[src/rtl/typer_pkg.sv]
// Shared definitions for the TypeR control path: FSM states, ALU/funct codes
// and R-type instruction field layout.
package typer_pkg;

  typedef enum logic [2:0] {
    S_IDLE,
    S_FETCH,
    S_DECODE,
    S_EXEC,
    S_WB,
    S_DONE,
    S_ERR
  } state_e;

  localparam logic [2:0] ALU_ADD = 3'd0;
  localparam logic [2:0] ALU_SUB = 3'd1;
  localparam logic [2:0] ALU_AND = 3'd2;
  localparam logic [2:0] ALU_OR  = 3'd3;
  localparam logic [2:0] ALU_XOR = 3'd4;
  localparam logic [2:0] ALU_NOR = 3'd5;
  localparam logic [2:0] ALU_SLT = 3'd6;

  localparam logic [5:0] F_ADD = 6'b100000;
  localparam logic [5:0] F_SUB = 6'b100010;
  localparam logic [5:0] F_AND = 6'b100100;
  localparam logic [5:0] F_OR  = 6'b100101;
  localparam logic [5:0] F_XOR = 6'b100110;
  localparam logic [5:0] F_NOR = 6'b100111;
  localparam logic [5:0] F_SLT = 6'b101010;

  localparam logic [5:0] R_OPCODE = 6'b000000;

  localparam int OP_LSB = 26;
  localparam int RS_LSB = 21;
  localparam int RT_LSB = 16;
  localparam int RD_LSB = 11;
  localparam int SH_LSB = 6;
  localparam int FN_LSB = 0;

  typedef struct packed {
    logic [5:0] opcode;
    logic [4:0] rs;
    logic [4:0] rt;
    logic [4:0] rd;
    logic [4:0] shamt;
    logic [5:0] funct;
  } rtype_t;

  function automatic rtype_t split_rtype(input logic [31:0] w);
    rtype_t f;
    f.opcode = w[OP_LSB +: 6];
    f.rs     = w[RS_LSB +: 5];
    f.rt     = w[RT_LSB +: 5];
    f.rd     = w[RD_LSB +: 5];
    f.shamt  = w[SH_LSB +: 5];
    f.funct  = w[FN_LSB +: 6];
    return f;
  endfunction

endpackage

[src/rtl/typer_seq_ctrl_if.sv]
// Instruction-memory fetch bus: req/addr from the sequencer, ack/rdata back
// from memory in the same cycle.
interface typer_seq_ctrl_if #(
  parameter int AW = 10
) ();
  logic          imem_req;
  logic [AW-1:0] imem_addr;
  logic          imem_ack;
  logic [31:0]   imem_rdata;

  modport master (output imem_req, imem_addr, input imem_ack, imem_rdata);
  modport slave  (input imem_req, imem_addr, output imem_ack, imem_rdata);
endinterface

[src/rtl/typer_funct_dec.sv]
// Combinational funct -> alu_op mapper; o_legal flags the supported R-type
// functions. Shared with the TypeR datapath.
module typer_funct_dec
  import typer_pkg::*;
(
  input  logic [5:0] i_funct,
  output logic [2:0] o_alu_op,
  output logic       o_legal
);

  always_comb begin
    // NOTE: defaults first so no path leaves an output unassigned (no latch).
    o_alu_op = ALU_ADD;
    o_legal  = 1'b1;
    case (i_funct)
      F_ADD:   o_alu_op = ALU_ADD;
      F_SUB:   o_alu_op = ALU_SUB;
      F_AND:   o_alu_op = ALU_AND;
      F_OR:    o_alu_op = ALU_OR;
      F_XOR:   o_alu_op = ALU_XOR;
      F_NOR:   o_alu_op = ALU_NOR;
      F_SLT:   o_alu_op = ALU_SLT;
      default: o_legal  = 1'b0;
    endcase
  end

endmodule

[src/rtl/typer_seq_ctrl.sv]
// Multi-cycle R-type sequencer: FETCH -> DECODE -> EXEC -> WB per instruction,
// with start/busy/halted/err control and a saturating retired counter.
module typer_seq_ctrl
  import typer_pkg::*;
#(
  parameter int            AW       = 10,
  parameter logic [AW-1:0] END_ADDR = 'h040,
  parameter int            TIMEOUT  = 16,
  parameter int            CW       = 16
) (
  input  logic                clk,
  input  logic                reset,
  input  logic                start,
  typer_seq_ctrl_if.master    imem,
  output logic [4:0]          rf_ra1,
  output logic [4:0]          rf_ra2,
  output logic [4:0]          rf_wa,
  output logic                rf_we,
  output logic [2:0]          alu_op,
  output logic                busy,
  output logic                halted,
  output logic                err,
  output logic [CW-1:0]       instr_cnt
);

  localparam int            WW        = $clog2(TIMEOUT + 1);
  localparam logic [WW-1:0] WAIT_LAST = WW'(TIMEOUT - 1);

  state_e        r_state;
  logic [AW-1:0] r_pc;
  logic [31:0]   r_instr;
  logic [CW-1:0] r_cnt;
  logic [WW-1:0] r_wait;
  logic          r_req;
  logic [4:0]    r_ra1, r_ra2, r_wa;
  logic [2:0]    r_alu_op;
  logic          r_we, r_busy, r_halted, r_err;

  rtype_t        w_f;
  logic [2:0]    w_alu_op;
  logic          w_legal;
  logic [AW-1:0] w_pc_next;

  assign w_f       = split_rtype(r_instr);
  assign w_pc_next = r_pc + AW'(4);

  typer_funct_dec u_funct_dec (
    .i_funct  (w_f.funct),
    .o_alu_op (w_alu_op),
    .o_legal  (w_legal)
  );

  always_ff @(posedge clk or negedge reset) begin
    if (!reset) begin
      r_state  <= S_IDLE;
      r_pc     <= '0;
      r_instr  <= '0;
      r_cnt    <= '0;
      r_wait   <= '0;
      r_req    <= 1'b0;
      r_ra1    <= '0;
      r_ra2    <= '0;
      r_wa     <= '0;
      r_alu_op <= '0;
      r_we     <= 1'b0;
      r_busy   <= 1'b0;
      r_halted <= 1'b0;
      r_err    <= 1'b0;
    end else begin
      // NOTE: non-blocking only, so every branch below reads pre-edge state.
      r_we <= 1'b0;
      case (r_state)
        S_IDLE: begin
          if (start) begin
            r_state <= S_FETCH;
            r_req   <= 1'b1;
            r_busy  <= 1'b1;
            r_wait  <= '0;
          end
        end
        S_DONE: begin
          if (start) begin
            r_pc     <= '0;
            r_cnt    <= '0;
            r_halted <= 1'b0;
            r_state  <= S_FETCH;
            r_req    <= 1'b1;
            r_busy   <= 1'b1;
            r_wait   <= '0;
          end
        end
        S_FETCH: begin
          if (imem.imem_ack) begin
            r_instr <= imem.imem_rdata;
            r_req   <= 1'b0;
            r_state <= S_DECODE;
          end else if (r_wait == WAIT_LAST) begin
            r_req   <= 1'b0;
            r_busy  <= 1'b0;
            r_err   <= 1'b1;
            r_state <= S_ERR;
          end else begin
            r_wait <= r_wait + 1'b1;
          end
        end
        S_DECODE: begin
          r_ra1    <= w_f.rs;
          r_ra2    <= w_f.rt;
          r_wa     <= w_f.rd;
          r_alu_op <= w_alu_op;
          if (w_f.opcode != R_OPCODE || w_f.shamt != '0 || !w_legal) begin
            r_busy  <= 1'b0;
            r_err   <= 1'b1;
            r_state <= S_ERR;
          end else begin
            r_state <= S_EXEC;
          end
        end
        S_EXEC: begin
          // Writes to $0 are architecturally discarded, so no enable pulse.
          r_we    <= (r_wa != 5'd0);
          r_state <= S_WB;
        end
        S_WB: begin
          r_pc <= w_pc_next;
          if (!(&r_cnt)) r_cnt <= r_cnt + 1'b1;
          if (w_pc_next == END_ADDR) begin
            r_busy   <= 1'b0;
            r_halted <= 1'b1;
            r_state  <= S_DONE;
          end else begin
            r_req   <= 1'b1;
            r_wait  <= '0;
            r_state <= S_FETCH;
          end
        end
        S_ERR:   ;
        default: r_state <= S_ERR;
      endcase
    end
  end

  assign imem.imem_req  = r_req;
  assign imem.imem_addr = (r_state == S_ERR) ? '0 : r_pc;
  assign rf_ra1         = r_ra1;
  assign rf_ra2         = r_ra2;
  assign rf_wa          = r_wa;
  assign rf_we          = r_we;
  assign alu_op         = r_alu_op;
  assign busy           = r_busy;
  assign halted         = r_halted;
  assign err            = r_err;
  assign instr_cnt      = r_cnt;

endmodule
[src/flat_wrapper.sv]
// flat-port wrapper written by rule: the top's interface ports become plain ports
module typer_seq_ctrl_flat import typer_pkg::*;
#(
  parameter int            AW       = 10,
  parameter logic [AW-1:0] END_ADDR = 'h040,
  parameter int            TIMEOUT  = 16,
  parameter int            CW       = 16
)
  (clk, reset, start, rf_ra1, rf_ra2, rf_wa, rf_we, alu_op, busy, halted, err, instr_cnt, imem_imem_req, imem_imem_addr, imem_imem_ack, imem_imem_rdata);
  typer_seq_ctrl_if #(.AW(AW)) imem_i ();
  input  logic clk;
  input  logic reset;
  input  logic start;
  output logic [4:0] rf_ra1;
  output logic [4:0] rf_ra2;
  output logic [4:0] rf_wa;
  output logic rf_we;
  output logic [2:0] alu_op;
  output logic busy;
  output logic halted;
  output logic err;
  output logic [CW-1:0] instr_cnt;
  output wire logic [$bits(imem_i.imem_req)-1:0] imem_imem_req;
  output wire logic [$bits(imem_i.imem_addr)-1:0] imem_imem_addr;
  input wire logic [$bits(imem_i.imem_ack)-1:0] imem_imem_ack;
  input wire logic [$bits(imem_i.imem_rdata)-1:0] imem_imem_rdata;
  assign imem_imem_req = imem_i.imem_req;
  assign imem_imem_addr = imem_i.imem_addr;
  assign imem_i.imem_ack = imem_imem_ack;
  assign imem_i.imem_rdata = imem_imem_rdata;
  typer_seq_ctrl #(.AW(AW), .END_ADDR(END_ADDR), .TIMEOUT(TIMEOUT), .CW(CW)) u_core (.clk(clk), .reset(reset), .start(start), .imem(imem_i), .rf_ra1(rf_ra1), .rf_ra2(rf_ra2), .rf_wa(rf_wa), .rf_we(rf_we), .alu_op(alu_op), .busy(busy), .halted(halted), .err(err), .instr_cnt(instr_cnt));
endmodule
[config.mk]
export PLATFORM = sky130hd
export DESIGN_NAME = typer_seq_ctrl_flat
export DESIGN_NICKNAME = d
export VERILOG_FILES = /design/src/rtl/typer_pkg.sv /design/src/rtl/typer_seq_ctrl_if.sv /design/src/rtl/typer_funct_dec.sv /design/src/rtl/typer_seq_ctrl.sv /design/src/flat_wrapper.sv
export SDC_FILE = /design/constraint.sdc
export NUM_CORES = 1
export LEC_CHECK = 0
export ABC_CLOCK_PERIOD_IN_PS = 2160
export CAP_MARGIN = 20
export CORE_ASPECT_RATIO = 0.8
export CORE_MARGIN = 1
export CORE_UTILIZATION = 47
export CTS_BUF_LIST = sky130_fd_sc_hd__clkbuf_8 sky130_fd_sc_hd__clkbuf_16
export DETAILED_ROUTE_END_ITERATION = 8
export GPL_TIMING_DRIVEN = 0
export HOLD_SLACK_MARGIN = 0.02
export PLACE_DENSITY = 0.8
export SYNTH_ARGS = -nofsm -noshare
export SYNTH_HDL_FRONTEND = slang
export SYNTH_SLANG_ARGS = --single-unit
[constraint.sdc]
create_clock -name clk -period 2.16 [get_ports clk]
set_input_delay 0.324 -clock clk [delete_from_list [all_inputs] [get_ports clk]]
set_output_delay 0.324 -clock clk [all_outputs]
set_load 0.02 [all_outputs]
==> qor.yml <==
status: "completed"
syn_to_final_growth_pct: 32.8
first_global_vias: 3429
drv_cap: 0
synth-adder-area-share_pct: 1.45
die_height_um: 87.7
postSynthCellCount: 381
clk_latency_ns: 0.34
drtAntennaViolNets: 0
min_period_ns: 2.10
setup_tns_ns: 0
layout.nets: 525
via_count: 3328
cts.clk_slew.worst_paths_ns: 0.07
gp_congestion: 0.826
cts_tree: "yes"
synth_area_sq_um: 4310
hpwl_um: 6730
multiInputGateArea_sq_um: 2010
yosys.area_share.simple_pct: 16.5
cp.required_ns: 1.84
antenna_found_initial: 0
grt.total_usage_pct: 22.4
vdd_drop_max_uv: 834
grt_first_pass_wirelength_um: 16500
clock_sinks: 87
arrival_ns: 1.78
grt_max_degree: 73
num_rows: 30
drt_iter0_drc: 154
port_buffers: 82
regToRegEndpoint: "u_core.imem.imem_req"
r2r_slack_ns: 0.06
rr_startpoint: "u_core.r_pc[3]"
cts.path.max_buffers: 2
dieArea_sq_um: 9570
start_util_pct: 49.5
io_pins: 85
crit_type: "reg -> out"
critPathMaxFanout: 10
synth-seq-cells: 87
synth_top_family_by_area: "simple AND/OR/NAND/NOR gates"
regArea_sq_um: 2180
synth_xor_area_share_pct: 2.44
synthFlopType: "dfrtp_1"
drcViolationCount: 0
setup_viol: 0
diodes: 0
cts_buffers: 9
worst_r2r_path_depth: 6
hold_viol_final: 0
dp_slack_ns: -0.167
power.leakage_nw: 2.43
drv_slew: 0
startpoint: "u_core.r_state[0]"
synth_compound_area_share_pct: 12.7
cts_root_buf: "clkbuf_16"
fin_ws_ns: 0.0562
wirelength_um: 9760
timing.final.crit_share_pct: 97.4
drt_first_pass_iters: 4
die_w_um: 109
syn_avg_cell_area_sq_um: 11.3
h-tree-depth: 3
viasPerCell: 5.54
grt_overflow_total: 0
hp-class: "in -> async"
synth_mux_area_share_pct: 12.2
yosysWarningCount: 0
power_density_nw_per_um2: 1280
async_flop_share_pct: 100
fin_worst_skew_ns: 0.00595
drive_gt1_share_pct: 24.7
crit_path_end_kind: "output port"
core_sq_um: 8710
drt-wirelength-per-cell_um: 16.2
crit_path_end: "imem_imem_addr[7]"
startpoint_type: "register"
fillers: 699
synth_edf_count: 0
yosysUniqueCellTypes: 66
max_freq_ghz: 0.475
seq_area_frac_synth_pct: 50.5
-- Yosys cell counts (5+ instances only) --
cell	number	area share, %
inv_1	10	0.87
nor2_1	30	2.6
nor3_1	8	0.93
ha_1	5	1.5
nand2b_1	5	0.73
xnor2_1	12	2.4
a21oi_1	9	1.0
mux2_2	46	12
buf_2	11	1.3
nand2_1	18	1.6
o21ai_0	11	1.3
a211oi_1	7	1.2
nand3_1	14	1.6
and2_1	8	1.2
and3_1	7	1.0
dfrtp_1	87	50
-- per-stage QoR --
| step | hold WS (ns) | cells | utilization (%) | instance area, sq um | power [mW] |
|---|---|---|---|---|---|
| global route | 0.405 | 601 | 65.8 | 5730 | 7.78 |
| CTS | 0.382 | 600 | 65.4 | 5690 | 7.36 |
| detailed placement | 0.203 | 577 | 60.9 | 5310 | 5.66 |
| global placement | 0.461 | 576 | 60.7 | 5280 | 5.52 |
| finish | 0.395 | 601 | 65.8 | 5730 | 7.34 |
| floorplan | 0.0284 | 382 | - | 4320 | 4.56 |
-- layer usage --
| metal | track usage [%] | routed length (um) |
|---|---|---|
| met2 | 37.1 | 4730 |
| met1 | 29.0 | 4360 |
| met5 | 0 | 0 |
| met3 | 6.55 | 567 |
| met4 | 5.28 | 107 |
-- state kept, by name, summed over array words and instances, names as in the netlist --
signal	cells
u_core.busy	1
u_core.halted	1
u_core.instr_cnt	16
u_core.err	1
u_core.rf_we	1
u_core.r_pc	8
u_core.r_state	3
u_core.rf_ra1	5
u_core.alu_op	3
u_core.r_wait	5
u_core.rf_ra2	5
u_core.rf_wa	5
u_core.imem.imem_req	1
u_core.r_instr	32
-- how the worst min path moves through the flow --
stage	slack (ns)	to	start	cells after the start
finish	0.40	u_core.r_instr[17]	reset	2
global route	0.41	u_core.r_instr[17]	reset	2
CTS	0.38	u_core.r_instr[17]	reset	2
detailed placement	0.20	u_core.r_instr[17]	reset	1
global placement	0.46	u_core.r_wait[4]	u_core.r_wait[4]	1
floorplan	0.03	u_core.alu_op[0]	reset	0
-- report_power, final --
group          leakage [nW]  total (mW)  internal (mW)  switching (mW)
clock network         0.154        1.59          0.936           0.658
logic                  1.18        3.02           1.55            1.47
registers              1.09        2.73           2.26           0.469
total                  2.43        7.34           4.74            2.60
-- final cells by class --
cell class	count	area share, %
buffer	22	2.60
clock buffer	10	4.17
clock inverter	6	1.20
inverter	10	0.655
multi-input combinational	263	35.1
sequential	87	38.1
tap	112	2.45
timing repair buffer	91	15.7
-- cells in the final DEF, fill, tap and decap left out, types with 5 or more instances in the layout --
cell              n
a211oi_1          7
a21oi_1           9
and2_1            8
and3_1            6
buf_2             8
buf_4            15
clkbuf_16         9
clkdlybuf4s15_1   5
clkdlybuf4s50_1  73
dfrtp_1          83
inv_1            10
mux2_2           46
nand2_1          18
nand2b_1          5
nand3_1          14
nor2_1           30
nor3_1            7
o21ai_0          11
xnor2_1          12
-- cell families after synthesis --
| group | count (synthesis) |
|---|---|
| AOI/OAI and AO/OA | 72 |
| xor gates and xnor gates | 12 |
| adders and majority gates | 5 |
| buffers and inverters | 32 |
| DFF | 87 |
| muxes | 47 |
| other | 1 |
| and+or+nand+nor | 125 |
-- worst max-delay path, stage by stage (launching register included) --
cell and delay [ns]:
dfrtp_2 0.44, buf_4 0.18, nand3b_1 0.19, buf_4 0.18, and2_1 0.14, dlygate4sd2_1 0.31
-- repair_timing --
item,4_1_cts,5_1_grt
pin swaps,5,6
cloned,0,0
setup endpoints to repair,14,42
hold buffers,1,0
hold endpoints to repair,15,0
resized for setup,18,13
buffers inserted,6,1
Power figures use the tool's default switching activity.
